$ cat config.mk
export PLATFORM = sky130hd
export DESIGN_NAME = instr_sequencer
export DESIGN_NICKNAME = d
export VERILOG_FILES = /design/src/rtl/proc_defs.sv /design/src/rtl/instr_fields.sv /design/src/rtl/instr_sequencer.sv
export SDC_FILE = /design/constraint.sdc
export NUM_CORES = 1
export LEC_CHECK = 0
export ABC_AREA = 1
export BUFFER_PORTS_ARGS = -buffer_cell sky130_fd_sc_hd__buf_2
export CAP_MARGIN = 20
export CORE_AREA = 2 2 145 105
export DETAILED_ROUTE_END_ITERATION = 6
export DIE_AREA = 0 0 147 107
export SETUP_SLACK_MARGIN = 0.02
export SLEW_MARGIN = 20
export SYNTH_ARGS = -nofsm -noshare
export SYNTH_HDL_FRONTEND = slang
export SYNTH_SLANG_ARGS = --single-unit
export TNS_END_PERCENT = 100
$ cat constraint.sdc
create_clock -name clk -period 2.8 [get_ports clk]
set_input_delay 0.14 -clock clk [delete_from_list [all_inputs] [get_ports clk]]
set_output_delay 0.14 -clock clk [all_outputs]
set_load 0.01 [all_outputs]
$ cat src/rtl/proc_defs.sv
// Shared definitions for the 16-bit Harvard core: opcodes, instruction field
// positions, sequencer state encoding and ALU op codes (opcode - 4).
package proc_defs;

    localparam int OPC_HI      = 31;
    localparam int OPC_LO      = 26;
    localparam int RDST2_HI    = 25;
    localparam int RDST2_LO    = 21;
    localparam int RDST1_HI    = 20;
    localparam int RDST1_LO    = 16;
    localparam int ST_ADDR_HI  = 25;
    localparam int ST_ADDR_LO  = 18;
    localparam int IMM_HI      = 15;
    localparam int RSRC2_HI    = 9;
    localparam int RSRC2_LO    = 5;
    localparam int RSRC1_HI    = 4;
    localparam int ADDR8_HI    = 7;

    localparam logic [5:0] OP_LDI       = 6'd0;
    localparam logic [5:0] OP_MOV       = 6'd1;
    localparam logic [5:0] OP_LD        = 6'd2;
    localparam logic [5:0] OP_ST        = 6'd3;
    localparam logic [5:0] OP_ALU_FIRST = 6'd4;
    localparam logic [5:0] OP_ALU_LAST  = 6'd17;
    localparam logic [5:0] OP_HALT      = 6'd63;

    localparam logic [3:0] ALU_ADD = 4'd9;

    typedef enum logic [3:0] {
        S_IDLE,
        S_FETCH,
        S_DECODE,
        S_EXEC,
        S_MEM_RD,
        S_ALU_WAIT,
        S_WB2,
        S_WB1,
        S_HALT
    } state_t;

    function automatic logic [3:0] alu_op_of(input logic [5:0] opc);
        return 4'(opc - OP_ALU_FIRST);
    endfunction

endpackage

$ cat src/rtl/instr_fields.sv
// Pure combinational split of a 32-bit instruction word into its fields and
// class bits (ALU op, illegal opcode).
module instr_fields
    import proc_defs::*;
(
    input  logic [31:0] ir,
    output logic [5:0]  opcode,
    output logic [4:0]  rdst2,
    output logic [4:0]  rdst1,
    output logic [4:0]  rsrc2,
    output logic [4:0]  rsrc1,
    output logic [15:0] imm16,
    output logic [7:0]  addr8,
    output logic [7:0]  st_addr,
    output logic        is_alu,
    output logic        is_illegal
);

    assign opcode  = ir[OPC_HI:OPC_LO];
    assign rdst2   = ir[RDST2_HI:RDST2_LO];
    assign rdst1   = ir[RDST1_HI:RDST1_LO];
    assign rsrc2   = ir[RSRC2_HI:RSRC2_LO];
    assign rsrc1   = ir[RSRC1_HI:0];
    assign imm16   = ir[IMM_HI:0];
    assign addr8   = ir[ADDR8_HI:0];
    assign st_addr = ir[ST_ADDR_HI:ST_ADDR_LO];

    assign is_alu     = (opcode >= OP_ALU_FIRST) && (opcode <= OP_ALU_LAST);
    assign is_illegal = (opcode > OP_ST) && !is_alu && (opcode != OP_HALT);

endmodule

$ cat src/rtl/instr_sequencer.sv
// Multi-cycle fetch/decode/execute/write-back sequencer. Owns PC, IR and the
// only register-file write port and ALU issue of the core.
module instr_sequencer
    import proc_defs::*;
#(
    parameter int PC_W    = 8,
    parameter int DATA_W  = 16,
    parameter int REG_AW  = 5,
    parameter int DMEM_AW = 8
) (
    input  logic               clk,
    input  logic               rst_n,
    input  logic               start,
    output logic [PC_W-1:0]    imem_addr,
    input  logic [31:0]        imem_rdata,
    output logic [REG_AW-1:0]  rf_raddr_a,
    output logic [REG_AW-1:0]  rf_raddr_b,
    input  logic [DATA_W-1:0]  rf_rdata_a,
    input  logic [DATA_W-1:0]  rf_rdata_b,
    output logic               rf_we,
    output logic [REG_AW-1:0]  rf_waddr,
    output logic [DATA_W-1:0]  rf_wdata,
    output logic               alu_valid,
    input  logic               alu_ready,
    output logic [3:0]         alu_op,
    output logic [DATA_W-1:0]  alu_a,
    output logic [DATA_W-1:0]  alu_b,
    input  logic               alu_done,
    input  logic [DATA_W-1:0]  alu_result,
    input  logic [DATA_W-1:0]  alu_aux,
    output logic [DMEM_AW-1:0] dmem_addr,
    output logic               dmem_we,
    output logic [DATA_W-1:0]  dmem_wdata,
    input  logic [DATA_W-1:0]  dmem_rdata,
    output logic [PC_W-1:0]    pc,
    output logic               busy,
    output logic               halted,
    output logic               illegal,
    output state_t             state_dbg
);

    state_t            state;
    logic [31:0]       ir;
    logic [DATA_W-1:0] res_q;
    logic [DATA_W-1:0] aux_q;

    logic [5:0]  opcode;
    logic [4:0]  rdst2, rdst1, rsrc2, rsrc1;
    logic [15:0] imm16;
    logic [7:0]  addr8, st_addr;
    logic        is_alu, is_illegal;

    instr_fields u_fields (
        .ir         (ir),
        .opcode     (opcode),
        .rdst2      (rdst2),
        .rdst1      (rdst1),
        .rsrc2      (rsrc2),
        .rsrc1      (rsrc1),
        .imm16      (imm16),
        .addr8      (addr8),
        .st_addr    (st_addr),
        .is_alu     (is_alu),
        .is_illegal (is_illegal)
    );

    always_ff @(posedge clk or negedge rst_n) begin
        if (!rst_n) begin
            state   <= S_IDLE;
            pc      <= '0;
            ir      <= '0;
            res_q   <= '0;
            aux_q   <= '0;
            halted  <= 1'b0;
            illegal <= 1'b0;
        end else begin
            case (state)
                S_IDLE: begin
                    if (start) begin
                        pc    <= '0;
                        state <= S_FETCH;
                    end
                end
                S_FETCH:  state <= S_DECODE;
                S_DECODE: begin
                    ir    <= imem_rdata;
                    state <= S_EXEC;
                end
                S_EXEC: begin
                    if (is_illegal) begin
                        illegal <= 1'b1;
                        halted  <= 1'b1;
                        state   <= S_HALT;
                    end else if (is_alu) begin
                        if (alu_ready) state <= S_ALU_WAIT;
                    end else begin
                        case (opcode)
                            OP_LDI: begin
                                res_q <= DATA_W'(imm16);
                                state <= S_WB2;
                            end
                            OP_MOV: begin
                                res_q <= rf_rdata_a;
                                state <= S_WB2;
                            end
                            OP_LD:  state <= S_MEM_RD;
                            OP_ST: begin
                                pc    <= pc + 1'b1;
                                state <= S_FETCH;
                            end
                            default: begin
                                halted <= 1'b1;
                                state  <= S_HALT;
                            end
                        endcase
                    end
                end
                S_MEM_RD: begin
                    res_q <= dmem_rdata;
                    state <= S_WB2;
                end
                // A done pulse on the handshake cycle is never seen: only this state samples it.
                S_ALU_WAIT: begin
                    if (alu_done) begin
                        res_q <= alu_result;
                        aux_q <= alu_aux;
                        state <= S_WB2;
                    end
                end
                S_WB2: begin
                    if (is_alu) begin
                        state <= S_WB1;
                    end else begin
                        pc    <= pc + 1'b1;
                        state <= S_FETCH;
                    end
                end
                S_WB1: begin
                    pc    <= pc + 1'b1;
                    state <= S_FETCH;
                end
                S_HALT:  state <= S_HALT;
                default: state <= S_IDLE;
            endcase
        end
    end

    // ALU issue: alu_valid, alu_op and operands stay stable in EXEC until the
    // cycle where alu_valid && alu_ready, which is the single accepting cycle.
    assign alu_valid  = (state == S_EXEC) && is_alu;
    assign alu_op     = alu_valid ? alu_op_of(opcode) : 4'd0;
    assign alu_a      = alu_valid ? rf_rdata_a : '0;
    assign alu_b      = alu_valid ? rf_rdata_b : '0;

    assign rf_raddr_a = REG_AW'(is_alu ? rsrc2 : rsrc1);
    assign rf_raddr_b = REG_AW'(rsrc1);
    assign rf_we      = (state == S_WB2) || (state == S_WB1);
    assign rf_waddr   = REG_AW'((state == S_WB1) ? rdst1 : rdst2);
    assign rf_wdata   = (state == S_WB1) ? aux_q : res_q;

    assign dmem_we    = (state == S_EXEC) && (opcode == OP_ST);
    assign dmem_addr  = DMEM_AW'((opcode == OP_ST) ? st_addr : addr8);
    assign dmem_wdata = dmem_we ? rf_rdata_b : '0;

    assign imem_addr  = pc;
    assign busy       = (state != S_IDLE) && (state != S_HALT);
    assign state_dbg  = state;

endmodule

# Yosys cells after proc, flatten, opt, wreduce, memory -nomap -nowiden
# Index checks and enable logic that the tools add are counted.
[totals]
ff_bits = 78
inputBits = 117
out_inout_bits = 117
elab_cells = 86
[classes]
add_sub_neg = 2
order_cmp = 3
n_eq_ne = 23
n_mux = 30
reduce_logical = 21
[ops]
columns = ["operator", "count"]
rows = [
  ["$mux W16", 7],
  ["$mux W8", 6],
  ["$pmux W16 S3", 1],
  ["$pmux W4 S9", 1],
  ["$pmux W16 S2", 1],
  ["$pmux W8 S4", 1],
  ["$mux W4", 6],
  ["$eq A4 B3 Y1 const B", 4],
  ["$eq A6 B2 Y1 const B", 2],
  ["$pmux W4 S3", 1],
  ["$mux W5", 2],
  ["$ne A2 B2 Y1 const B", 5],
  ["$add A8 B1 Y8 const B", 1],
  ["$eq A4 B2 Y1 const B", 2],
  ["$ne A4 B4 Y1 const B", 2],
  ["$reduce_bool A4 Y1", 2],
  ["$eq A6 B1 Y1 const B", 1],
  ["$ge A6 B3 Y1 const B", 1],
  ["$gt A6 B2 Y1 const B", 1],
  ["$le A6 B5 Y1 const B", 1],
  ["$logic_and A1 B1 Y1", 6],
  ["$logic_not A6 Y1", 1],
  ["$ne A2 B1 Y1 const B", 3],
  ["$ne A6 B6 Y1 const B", 1],
  ["16 further kinds", 20],
]

# Depth between registers and ports, before layout
[logic_depth]
depth_word = 7
depth_mapped = 12
depth_no_buf = 12

# Cells and area by module
# Synthesis repeated with hierarchy kept, for this count alone.
[unflattened]
hier_cells = 772
area_unflattened_um2 = 5504.0
[by_module_without_submodules]
columns = ["module", "n_inst", "cells_per_inst", "area_each_um2", "seq_area_each_um2"]
rows = [
  ["instr_sequencer", 1, 697, 4998.5, 1951.9],
  ["instr_fields", 1, 75, 505.5, 0.0],
]

# Worst setup path before layout
# OpenSTA, ideal clock, no wires.
[synth_path]
kind = "register to register"
start = "register ir[28]"
end = "register res_q[10]"
setup_time_ns = 0.118
arrival_time_ns = 1.715
t_required_ns = 2.682
setup_slack_ns = 0.967
path_stages_with_launch = 13
path_buffers = 1
period_less_slack_ns = 1.833
path_cell_list = "dfrtp_1 inv_1 ha_1 nand2_1 nor2_1 nand2_1 nand2_1 nor2_1 nor3_4 nand2_4 buf_6 nand2_1 nand2_1"
[synth_between]
elab_chain_cells = 7
word_cells_on_any_way = 18
cone_classes = "order compare: 3; eq/ne: 5; mux: 4; reduce/logical: 6"
[synth_lines]
columns = ["element", "line_no", "text"]
rows = [
  ["start, declared", "instr_sequencer.sv:43", "logic [31:0] ir;"],
  ["start signal, assigned", "instr_sequencer.sv:86", "ir <= imem_rdata;"],
  ["$ge A6 B3 Y1 / $le A6 B5 Y1 (equally long branches)", "instr_fields.sv:28", "assign is_alu = (opcode >= OP_ALU_FIRST) && (opcode <= OP_ALU_LAST);"],
  ["$logic_and A1 B1 Y1", "instr_fields.sv:28", ""],
  ["$logic_not A1 Y1", "instr_fields.sv:29", "assign is_illegal = (opcode > OP_ST) && !is_alu && (opcode != OP_HALT);"],
  ["$logic_and A1 B1 Y1 (2 in a row)", "instr_fields.sv:29", ""],
  ["$ne A2 B2 Y1 (no line)", "--", ""],
  ["$reduce_and A5 Y1 (no line)", "--", ""],
  ["end signal, assigned", "instr_sequencer.sv:99", "res_q <= DATA_W'(imm16);"],
  ["end signal, assigned", "instr_sequencer.sv:103", "res_q <= rf_rdata_a;"],
  ["end signal, assigned", "instr_sequencer.sv:119", "res_q <= dmem_rdata;"],
  ["end, declared", "instr_sequencer.sv:44", "logic [DATA_W-1:0] res_q;"],
]
# Parallel ways exist; a longest one is shown, timed or not. The select of a mux whose other input is x is not followed.
# A chain may end at the register's enable or synchronous reset.

# Worst setup path after layout
[layout_path]
start = "register ir[28]"
end = "output port alu_b[10]"
[layout_between]
elab_chain_cells = 4
word_cells_on_any_way = 5
cone_classes = "order compare: 2; mux: 1; reduce/logical: 2"
[layout_lines]
columns = ["element", "line_no", "text"]
rows = [
  ["$ge A6 B3 Y1 / $le A6 B5 Y1 (equally long branches)", "instr_fields.sv:28", ""],
  ["$logic_and A1 B1 Y1 *", "instr_fields.sv:28", ""],
  ["$logic_and A1 B1 Y1 *", "instr_sequencer.sv:150", "assign alu_valid = (state == S_EXEC) && is_alu;"],
  ["$mux W16 *", "instr_sequencer.sv:153", "assign alu_b = alu_valid ? rf_rdata_b : '0;"],
  ["end, declared", "instr_sequencer.sv:27", "output logic [DATA_W-1:0] alu_b,"],
]
# Every way passes the cells marked *; elsewhere a longest branch is shown, timed or not.

==> flow_summary_export.csv <==
group,metric,value,unit
outcome,status,"finished clean",
place,post-place-ws,0.465,ns
cts,clock_latency,0.33,ns
cts,clock_path_buffers,2,
logic_synthesis,postSynthAreaPerCell,7.82,sq um
worst_setup_path,cp_cell_sequence,"inv_1, ha_1, nand2_1, nor2_1, nand2_1, nand3_1, nand3_2, buf_4, nor2_1, buf_2",
sta,setup_viol,0,
logic_synthesis,syn_inst,613,
cts,path_clk_slew,0.06,ns
sta,rsz0062_at_grt,"false",
power_and_ir_drop,power_density,1010,mW/mm^2
detailed_routing,first_pass_iters,7,
logic_synthesis,yosys-top-cells-area,"dfrtp_1 41%, mux2_2 11%, nand2_1 8.7%",
logic_synthesis,yosysSeqAreaShare,0.407,
detailed_routing,drt_iter0_markers,168,
worst_setup_path,worstPathRequired,2.66,ns
logic_synthesis,synth_edf_count,0,
global_routing,grt_overflow,0,
die,core,0.0144,sq mm
worst_setup_path,critPathKind,"reg2out",
die,row_count,37,
cts,cts_tree,"yes",
global_routing,grt_pass1_wl,23700,um
worst_setup_path,arrival,2.25,ns
final_layout,synthToLayoutAreaGrowth,33.5,%
hold_path,hp-start,"alu_aux[13]",
hold_path,hold_path_class,"in2reg",
sta,worst_pin_slew,0.713,ns
logic_synthesis,ys.flop_type,"dfrtp_1",
detailed_routing,drt_drc_violations_left,0,
run,maxCapViolations,0,
place,placedCellCount,1007,
place,io_buffers,233,
sta,layout_setup_ws,0.408,ns
cts,cts_root_buf,"clkbuf_16",
worst_setup_path,start_kind,"flop",
logic_synthesis,synth_seq_cells,78,
sta,slew_violations,0,
detailed_routing,routed_wirelength,15200,um
detailed_routing,wl_per_cell,14.9,um
final_layout,fin_cells,1024,
place,dp.final_hpwl,11800,um
worst_setup_path,critPathMaxStageDelay,0.42,ns
global_routing,grtUsageTotal,0.193,
detailed_routing,ant_nets,0,
hold_path,worstHoldPathCells,2,
global_routing,grt_start_max_net_pins,37,
logic_synthesis,yosys.area.top_type,"dfrtp_1",
logic_synthesis,synth_top_cell_area_share,0.407,
sta,fin_crit_sh,0.854,
detailed_routing,viasPerCell,4.71,
final_layout,layout-drive-gt1-share,0.387,
sta,final_hold_viol_count,0,
power_and_ir_drop,worst_ir_drop_vdd,0.379,mV
hold_path,min_to,"aux_q[13]$_DFFE_PN0P_",
final_layout,num_antenna_cells,0,
cts,cts_sinks,78,
die,io_pins,234,
place,routabilityCongestion,0.811,
cts,post_cts_buffers,0,
worst_setup_path,r2r_cells,11,
power_and_ir_drop,power.leakage,3.64,nW
cts,cts.htree.levels,3,
worst_setup_path,critPathSlowestCell,"dfrtp_1",
global_routing,grt_pass1_vias,4561,
detailed_routing,num_vias,4825,
sta,slew_headroom,0.523,
global_routing,antenna_found_initial,1,
die,die_height,107,um
logic_synthesis,synthesis.nets,735,
sta,fmax,0.418,GHz
logic_synthesis,async_flop_share,1.00,
sta,clock_skew,0.00673,ns
worst_setup_path,r2r_end,"res_q[15]$_DFFE_PN0P_",
logic_synthesis,mappedNetlistArea,0.00479,sq mm
logic_synthesis,yosys_warnings,0,
power_and_ir_drop,power.total,6.43,mW
die,die_area,0.0157,sq mm
worst_setup_path,critPathMaxFanout,32,
sta,final.setup.tns,0,ns
die,fp.dieW,147,um
sta,period_minus_slack,2.39,ns
logic_synthesis,synth.distinct_cells,30,
final_layout,final_nets,946,
worst_setup_path,r2r_start,"ir[28]$_DFFE_PN0P_",
cts,numCtsBuffers,9,
worst_setup_path,end_kind,"output pin",
die,initial_utilization,0.334,
worst_setup_path,reg2reg_slack,0.44,ns
-- cell usage in the layout, fill, tap and decap left out, types with 2 or more instances in the layout --
master,count
inv_1,74
bufinv_16,3
a21oi_1,24
buf_4,12
dfrtp_1,78
nand3_1,60
nor3_1,2
clkbuf_16,9
clkinvlp_4,2
nor2_4,2
inv_2,3
ha_1,5
buf_2,232
nand2_2,2
o21ai_0,18
mux2_2,47
nand2_4,3
nand2_1,110
o211ai_1,15
nand4_1,18
nor2_1,88
xor2_1,6
o21ai_1,6
-- Yosys cell counts (14+ instances only) --
master    number
nand2_1      111
dfrtp_1       78
mux2_2        47
o211ai_1      15
nand4_1       18
o21ai_0       18
clkbuf_1      16
a21oi_1       24
inv_1         74
buf_4         14
nand3_1       60
nor2_1        88
-- sequential cells by signal, summed over array words and instances, names as in the netlist --
register / flops
ir: 32
aux_q: 16
res_q: 16
imem_addr: 8
state_dbg: 4
halted: 1
illegal: 1
-- critical path, delay by kind of cell, from the launching register on --
family                     cells  cell delay [ns]
buffers and inverters          3             0.55
and+or+nand+nor                6             0.72
adders and majority gates      1             0.22
DFF                            1             0.42
-- worst max-delay path by stage --
| stage | from | endpoint | slack, ns |
|---|---|---|---|
| after floorplan | ir[28]$_DFFE_PN0P_ | res_q[10]$_DFFE_PN0P_ | 0.97 |
| after global placement | state_dbg[1]$_DFFE_PN0P_ | res_q[15]$_DFFE_PN0P_ | 0.50 |
| after detailed placement | ir[28]$_DFFE_PN0P_ | res_q[15]$_DFFE_PN0P_ | 0.47 |
| after CTS | ir[28]$_DFFE_PN0P_ | rf_raddr_a[1] | 0.40 |
| after global routing | ir[28]$_DFFE_PN0P_ | rf_raddr_a[4] | 0.14 |
| final | ir[28]$_DFFE_PN0P_ | alu_b[10] | 0.41 |
-- final cells by class --
type / count / area (sq um)
Fill cell: 1495 / 7960
Inverter: 77 / 289
Clock buffer: 10 / 229
Clock inverter: 6 / 110
Sequential cell: 78 / 1950
Multi-Input combinational cell: 413 / 2310
Timing Repair Buffer: 245 / 1260
Tap cell: 195 / 244
-- timing repair --
| item | in CTS | in global routing |
|---|---|---|
| resized for setup | 0 | 0 |
| endpoints found under the hold margin | 25 | 0 |
| hold buffers | 1 | 0 |
-- layer usage --
metal | up-vias | global-route usage | wire length, um | share of wire
met5 | - | 0 | 0 | 0
met4 | 0 | 0.0495 | 246 | 0.016
met3 | 20 | 0.0511 | 1030 | 0.068
met2 | 185 | 0.321 | 7200 | 0.47
met1 | 2217 | 0.250 | 6760 | 0.44
li1 | 2403 | - | - | -
-- where the power goes --
part / leakage (nW) / internal, mW / switching, mW
Sequential: 0.946 / 1.62 / 0.314
Clock: 0.159 / 0.870 / 0.478
Combinational: 2.53 / 1.22 / 1.93
-- cells by family after synthesis --
kind of cell    Yosys count  synth area share
compound gates           64            0.0752
simple gates            291             0.272
flops                    78             0.407
xor+xnor                  6            0.0110
buf+inv                 122             0.111
mux                      47             0.110
fa+ha+maj                 5            0.0131
-- stage by stage --
step,util,instance area (sq um),hold WS (ns)
detailed placement,0.421,6050,0.0902
CTS,0.446,6400,0.0234
floorplan,-,4790,-0.156
global route,0.446,6400,0.0259
global placement,0.421,6050,0.0922
finish,0.446,6400,0.0323
Note: power is estimated with default switching activity, not from simulation.
